<file path="src/rtl/serial_word_feeder_if.sv">
// Word-in / bit-out handshake bundle for the serial word feeder.
// The slave side is the feeder. The master side is its environment: it
// supplies words and consumes bits.
interface serial_word_feeder_if #(
  parameter int WIDTH = 16
);
  logic [WIDTH-1:0] word_in;
  logic             word_valid;
  logic             word_ready;
  logic             bit_out;
  logic             bit_valid;
  logic             bit_ready;

  modport master (
    output word_in,
    output word_valid,
    output bit_ready,
    input  word_ready,
    input  bit_out,
    input  bit_valid
  );

  modport slave (
    input  word_in,
    input  word_valid,
    input  bit_ready,
    output word_ready,
    output bit_out,
    output bit_valid
  );
endinterface

</file>
<file path="src/rtl/serial_word_feeder.sv">
// Parallel-in, serial-out feeder: accepts a WIDTH-bit word on a valid/ready
// handshake and streams it one bit per accepted clock, with bubble-free reload.
module serial_word_feeder #(
  parameter int WIDTH     = 16,
  parameter bit MSB_FIRST = 1'b0,
  parameter int CNTW      = 8
) (
  input  logic                     clk,
  input  logic                     rst_n,
  serial_word_feeder_if.slave      bus,
  output logic                     busy,
  output logic                     word_done,
  output logic [$clog2(WIDTH)-1:0] bit_idx,
  output logic [CNTW-1:0]          words_sent
);

  localparam int            IW       = $clog2(WIDTH);
  localparam logic [IW-1:0] LAST_IDX = IW'(WIDTH - 1);

  if (WIDTH < 2) begin : g_width_check
    $error("serial_word_feeder: WIDTH must be 2 or more");
  end

  typedef enum logic {
    IDLE  = 1'b0,
    SHIFT = 1'b1
  } state_e;

  state_e            state_q,      state_d;
  logic [WIDTH-1:0]  shreg_q,      shreg_d;
  logic [IW-1:0]     cnt_q,        cnt_d;
  logic              word_done_q,  word_done_d;
  logic [CNTW-1:0]   words_sent_q, words_sent_d;

  logic              last_bit;
  logic              out_bit;
  logic [WIDTH-1:0]  shreg_shifted;

  // The output end is bit 0 for LSB-first and bit WIDTH-1 for MSB-first.
  // Each shift moves the next bit into that position and zero-fills behind it.
  assign out_bit       = MSB_FIRST ? shreg_q[WIDTH-1] : shreg_q[0];
  assign shreg_shifted = MSB_FIRST ? {shreg_q[WIDTH-2:0], 1'b0}
                                   : {1'b0, shreg_q[WIDTH-1:1]};
  assign last_bit      = (cnt_q == LAST_IDX);

  always_comb begin
    // NOTE: every signal gets a default before the case, so no path can leave one unassigned and infer a latch.
    state_d        = state_q;
    shreg_d        = shreg_q;
    cnt_d          = cnt_q;
    word_done_d    = 1'b0;
    words_sent_d   = words_sent_q;
    bus.word_ready = 1'b0;
    bus.bit_valid  = 1'b0;
    bus.bit_out    = 1'b0;

    unique case (state_q)
      IDLE: begin
        bus.word_ready = 1'b1;
        if (bus.word_valid) begin
          shreg_d = bus.word_in;
          cnt_d   = '0;
          state_d = SHIFT;
        end
      end

      SHIFT: begin
        bus.bit_valid = 1'b1;
        bus.bit_out   = out_bit;
        if (bus.bit_ready) begin
          if (!last_bit) begin
            shreg_d = shreg_shifted;
            cnt_d   = cnt_q + IW'(1);
          end else begin
            // The last bit is leaving, so a new word can load on this same edge.
            word_done_d    = 1'b1;
            words_sent_d   = words_sent_q + CNTW'(1);
            bus.word_ready = 1'b1;
            if (bus.word_valid) begin
              shreg_d = bus.word_in;
              cnt_d   = '0;
            end else begin
              state_d = IDLE;
            end
          end
        end
      end

      default: state_d = IDLE;
    endcase
  end

  always_ff @(posedge clk or negedge rst_n) begin
    if (!rst_n) begin
      state_q      <= IDLE;
      shreg_q      <= '0;
      cnt_q        <= '0;
      word_done_q  <= 1'b0;
      words_sent_q <= '0;
    end else begin
      // NOTE: non-blocking assignments let every register sample the old state together at the edge.
      state_q      <= state_d;
      shreg_q      <= shreg_d;
      cnt_q        <= cnt_d;
      word_done_q  <= word_done_d;
      words_sent_q <= words_sent_d;
    end
  end

  assign busy       = (state_q == SHIFT);
  assign bit_idx    = (state_q == SHIFT) ? cnt_q : '0;
  assign word_done  = word_done_q;
  assign words_sent = words_sent_q;

endmodule

</file>
<file path="src/flat_wrapper.sv">
// flat-port wrapper written by rule: the top's interface ports become plain ports
module serial_word_feeder_flat 
#(
  parameter int WIDTH     = 16,
  parameter bit MSB_FIRST = 1'b0,
  parameter int CNTW      = 8
)
  (clk, rst_n, busy, word_done, bit_idx, words_sent, bus_word_in, bus_word_valid, bus_bit_ready, bus_word_ready, bus_bit_out, bus_bit_valid);
  serial_word_feeder_if #(.WIDTH(WIDTH)) bus_i ();
  input  logic clk;
  input  logic rst_n;
  output logic busy;
  output logic word_done;
  output logic [$clog2(WIDTH)-1:0] bit_idx;
  output logic [CNTW-1:0] words_sent;
  input wire logic [$bits(bus_i.word_in)-1:0] bus_word_in;
  input wire logic [$bits(bus_i.word_valid)-1:0] bus_word_valid;
  input wire logic [$bits(bus_i.bit_ready)-1:0] bus_bit_ready;
  output wire logic [$bits(bus_i.word_ready)-1:0] bus_word_ready;
  output wire logic [$bits(bus_i.bit_out)-1:0] bus_bit_out;
  output wire logic [$bits(bus_i.bit_valid)-1:0] bus_bit_valid;
  assign bus_i.word_in = bus_word_in;
  assign bus_i.word_valid = bus_word_valid;
  assign bus_i.bit_ready = bus_bit_ready;
  assign bus_word_ready = bus_i.word_ready;
  assign bus_bit_out = bus_i.bit_out;
  assign bus_bit_valid = bus_i.bit_valid;
  serial_word_feeder #(.WIDTH(WIDTH), .MSB_FIRST(MSB_FIRST), .CNTW(CNTW)) u_core (.clk(clk), .rst_n(rst_n), .bus(bus_i), .busy(busy), .word_done(word_done), .bit_idx(bit_idx), .words_sent(words_sent));
endmodule
</file>
<file path="config.mk">
export PLATFORM = sky130hd
export DESIGN_NAME = serial_word_feeder_flat
export DESIGN_NICKNAME = d
export VERILOG_FILES = /design/src/rtl/serial_word_feeder_if.sv /design/src/rtl/serial_word_feeder.sv /design/src/flat_wrapper.sv
export SDC_FILE = /design/constraint.sdc
export NUM_CORES = 1
export LEC_CHECK = 0
export CORE_MARGIN = 4
export CORE_UTILIZATION = 40
export DETAILED_ROUTE_END_ITERATION = 10
export GPL_TIMING_DRIVEN = 0
export PLACE_DENSITY = 0.67
export SETUP_SLACK_MARGIN = 0.02
export SYNTH_ARGS = -nofsm -noshare
export SYNTH_HDL_FRONTEND = slang
export SYNTH_SLANG_ARGS = --single-unit
</file>
<file path="constraint.sdc">
create_clock -name clk -period 4.7 [get_ports clk]
set_input_delay 0.94 -clock clk [delete_from_list [all_inputs] [get_ports clk]]
set_output_delay 0.94 -clock clk [all_outputs]
set_load 0.05 [all_outputs]
</file>
==> run metrics <==
GRT Total Usage 0.145; Setup WS post-layout 1.09 ns; share of layout cells above drive strength 1 0.117; number of flops mapped to enable cells by yosys 0; Worst Setup End Kind primary output; Synth Area in XOR/XNOR 0.0482; Synth Area in Simple Gates 0.126; Area contributors post-synth dfrtp_1 52%, a222oi_1 10%, inv_1 8.5%; Setup TNS Final 0 ns; Hold Crit Class flop to flop; fmax 277 MHz; final net count 200; vias in the first global route 1,140; Post-synth ARST share 1.00; Via Count 1,141; Die ar. 4670 um^2; Max rail drop VDD 0.239 mV; drt via density 5.07; Mapped Area 1460 um^2; RSZ-0062 raised after global routing no; Synth Area in Compound Gates 0.149; first-pass GRT wire length 4970 um; number of routed nets with antenna violations 0; top_reg_cell synth dfrtp_1; Skew-Pair Late Insertion Delay 0.33 ns; Final GP Congestion 0.763; WP data arrival 2.67 ns; Remaining DRCs 0; Syn Inst Count 135; Syn Nets 157; status finished clean; Max Clock Skew 0.0126 ns; core area 3420 um^2; WL/cell 13.4 um; Sink Count 30; post-cts sizing count 0; dpl cells 217; Mean Syn Cell Area 10.8 um^2; Power Dens Cells 544 nW/um^2; adder-cell share of the synthesized area 0.0172; H-tree levels 2; hpwl dp 2220 um; Rel. slew slack 0.557; crit start category input pin; commonest cells in the netlist 33 x inv_1, 30 x dfrtp_1, 15 x a222oi_1; Layout area overhead 33.7%; port bufs 36; Die W 68.3 um; post-synth top area cell dfrtp_1; distinct cell type count after synthesis 32; post-CTS setup buffer count 0; max-slew violation count 0; Tcrit/Tclk final 0.767; multiplexer share of the synthesized area 0.0232; Design Area, Final 1950 um^2; Synth warnings 0; sequential share of the synthesized area 0.516; Worst Tran Pin Value 0.664 ns; Max Root-Sink Buffers 2; final setup vio count 0; Root Buffer clkbuf_4; io pins 37; clk slew on worst S/H paths 0.09 ns; DR pass1 iterations 5; Num CTS Buffers 5; Initial Util 0.426; Yosys top cell area share 0.516; minimum clock period 3.61 ns; hold_buf cts 0; largest net degree at the start of global routing 31; WP data required 3.76 ns; Placed Area 1870 um^2; main combinational cell family by area after synthesis compound AO/OA/AOI/OAI gates; Leak 0.951 nW; row cnt 21; CP max FO 7; total congestion overflow 0; initial antenna violation count 0; final WL 3010 um; Final Hold Fails 0; Chip Height 68.3 um; Max Cap Viol 0; most frequent cell after synthesis inv_1; CTS tree done; Cell Count, Final, Fillers Out 225; initial DRC count 105; pre-CTS setup slack 1.09 ns; critical path type input pin to primary output; number of diodes 0; register bit total from synthesis 30
[where the power goes]
part	switching (mW)	total, mW	internal (mW)	leakage, nW
Clock	0.0916	0.202	0.110	0.0450
Sequential	0.0472	0.385	0.337	0.348
Combinational	0.279	0.472	0.193	0.559
Total	0.418	1.06	0.641	0.951
[metrics by stage]
stage | utilization | power, mW | hold slack [ns]
2_1_floorplan | - | 0.723 | 0.466
3_3_place_gp | 0.548 | 0.852 | 0.458
3_5_place_dp | 0.548 | 0.867 | 0.466
4_1_cts | 0.571 | 1.07 | 0.482
5_1_grt | 0.570 | 1.13 | 0.513
6_report | 0.570 | 1.06 | 0.472
[layer usage]
metal | wire length (um) | vias to the layer above | share of wire | track usage
met3 | 169 | 7 | 0.056 | 0.0427
met4 | 55 | 0 | 0.018 | 0.0596
met5 | 0 | - | 0 | 0
met1 | 1320 | 543 | 0.44 | 0.170
met2 | 1460 | 36 | 0.49 | 0.245
li1 | - | 555 | - | -
[registers in the layout, indices dropped and copies added, names as in the netlist]
signal,cells
u_core.words_sent,8
u_core.busy,1
u_core.word_done,1
u_core.cnt_q,4
u_core.shreg_q,16
[final timing paths]
path                                                  start                                to  slack [ns]  cells past startpoint
min in group asynchronous                             rst_n        u_core.word_done$_DFF_PN0_        0.62                      1
max in group asynchronous                             rst_n       u_core.cnt_q[1]$_DFFE_PN0P_        3.63                      1
hold / removal             u_core.words_sent[7]$_DFFE_PN0P_  u_core.words_sent[7]$_DFFE_PN0P_        0.47                      1
setup reg to reg                u_core.cnt_q[1]$_DFFE_PN0P_    u_core.shreg_q[12]$_DFFE_PN0P_        2.88                      5
hold reg to reg            u_core.words_sent[7]$_DFFE_PN0P_  u_core.words_sent[7]$_DFFE_PN0P_        0.47                      1
setup / recovery                              bus_bit_ready                    bus_word_ready        1.09                      4
[worst max-delay path: stages]
cell	delay (ns)
clkdlybuf4s50_1	0.61
nand4_1	0.18
nand2_1	0.13
clkdlybuf4s50_1	0.81
[kinds of logic (layout without fill, tap and decap cells)]
| family | count (synthesis) | count (layout) |
|---|---|---|
| AO/OA/AOI/OAI | 23 | 23 |
| adder cells (fa/ha/maj) | 2 | 2 |
| AND/OR/NAND/NOR | 29 | 29 |
| flip-flops | 30 | 30 |
| multiplexers | 3 | 3 |
| buffers and inverters | 40 | 84 |
| XOR/XNOR | 8 | 8 |
[placed cells by master, fill, tap and decap left out, types with 2 or more instances in the layout]
cell,n
nor3_1,3
nand2_1,5
inv_1,33
nand4_1,5
a222oi_1,15
xor2_1,7
mux2_1,2
nand3_1,2
a22o_1,2
nor4_1,3
ha_1,2
clkinv_2,2
buf_2,4
clkdlybuf4s50_1,35
and2_1,5
clkbuf_4,5
dfrtp_1,30
[layout make-up]
cell class	instances	area, um^2
sequential	30	751
clock inverter	3	40.0
buffer	7	52.6
inverter	33	124
tap	46	57.6
timing repair buffer	36	355
clock buffer	5	37.5
fill	292	1470
multi-input combinational	65	528
No activity file was read; power rests on OpenSTA's default activity.
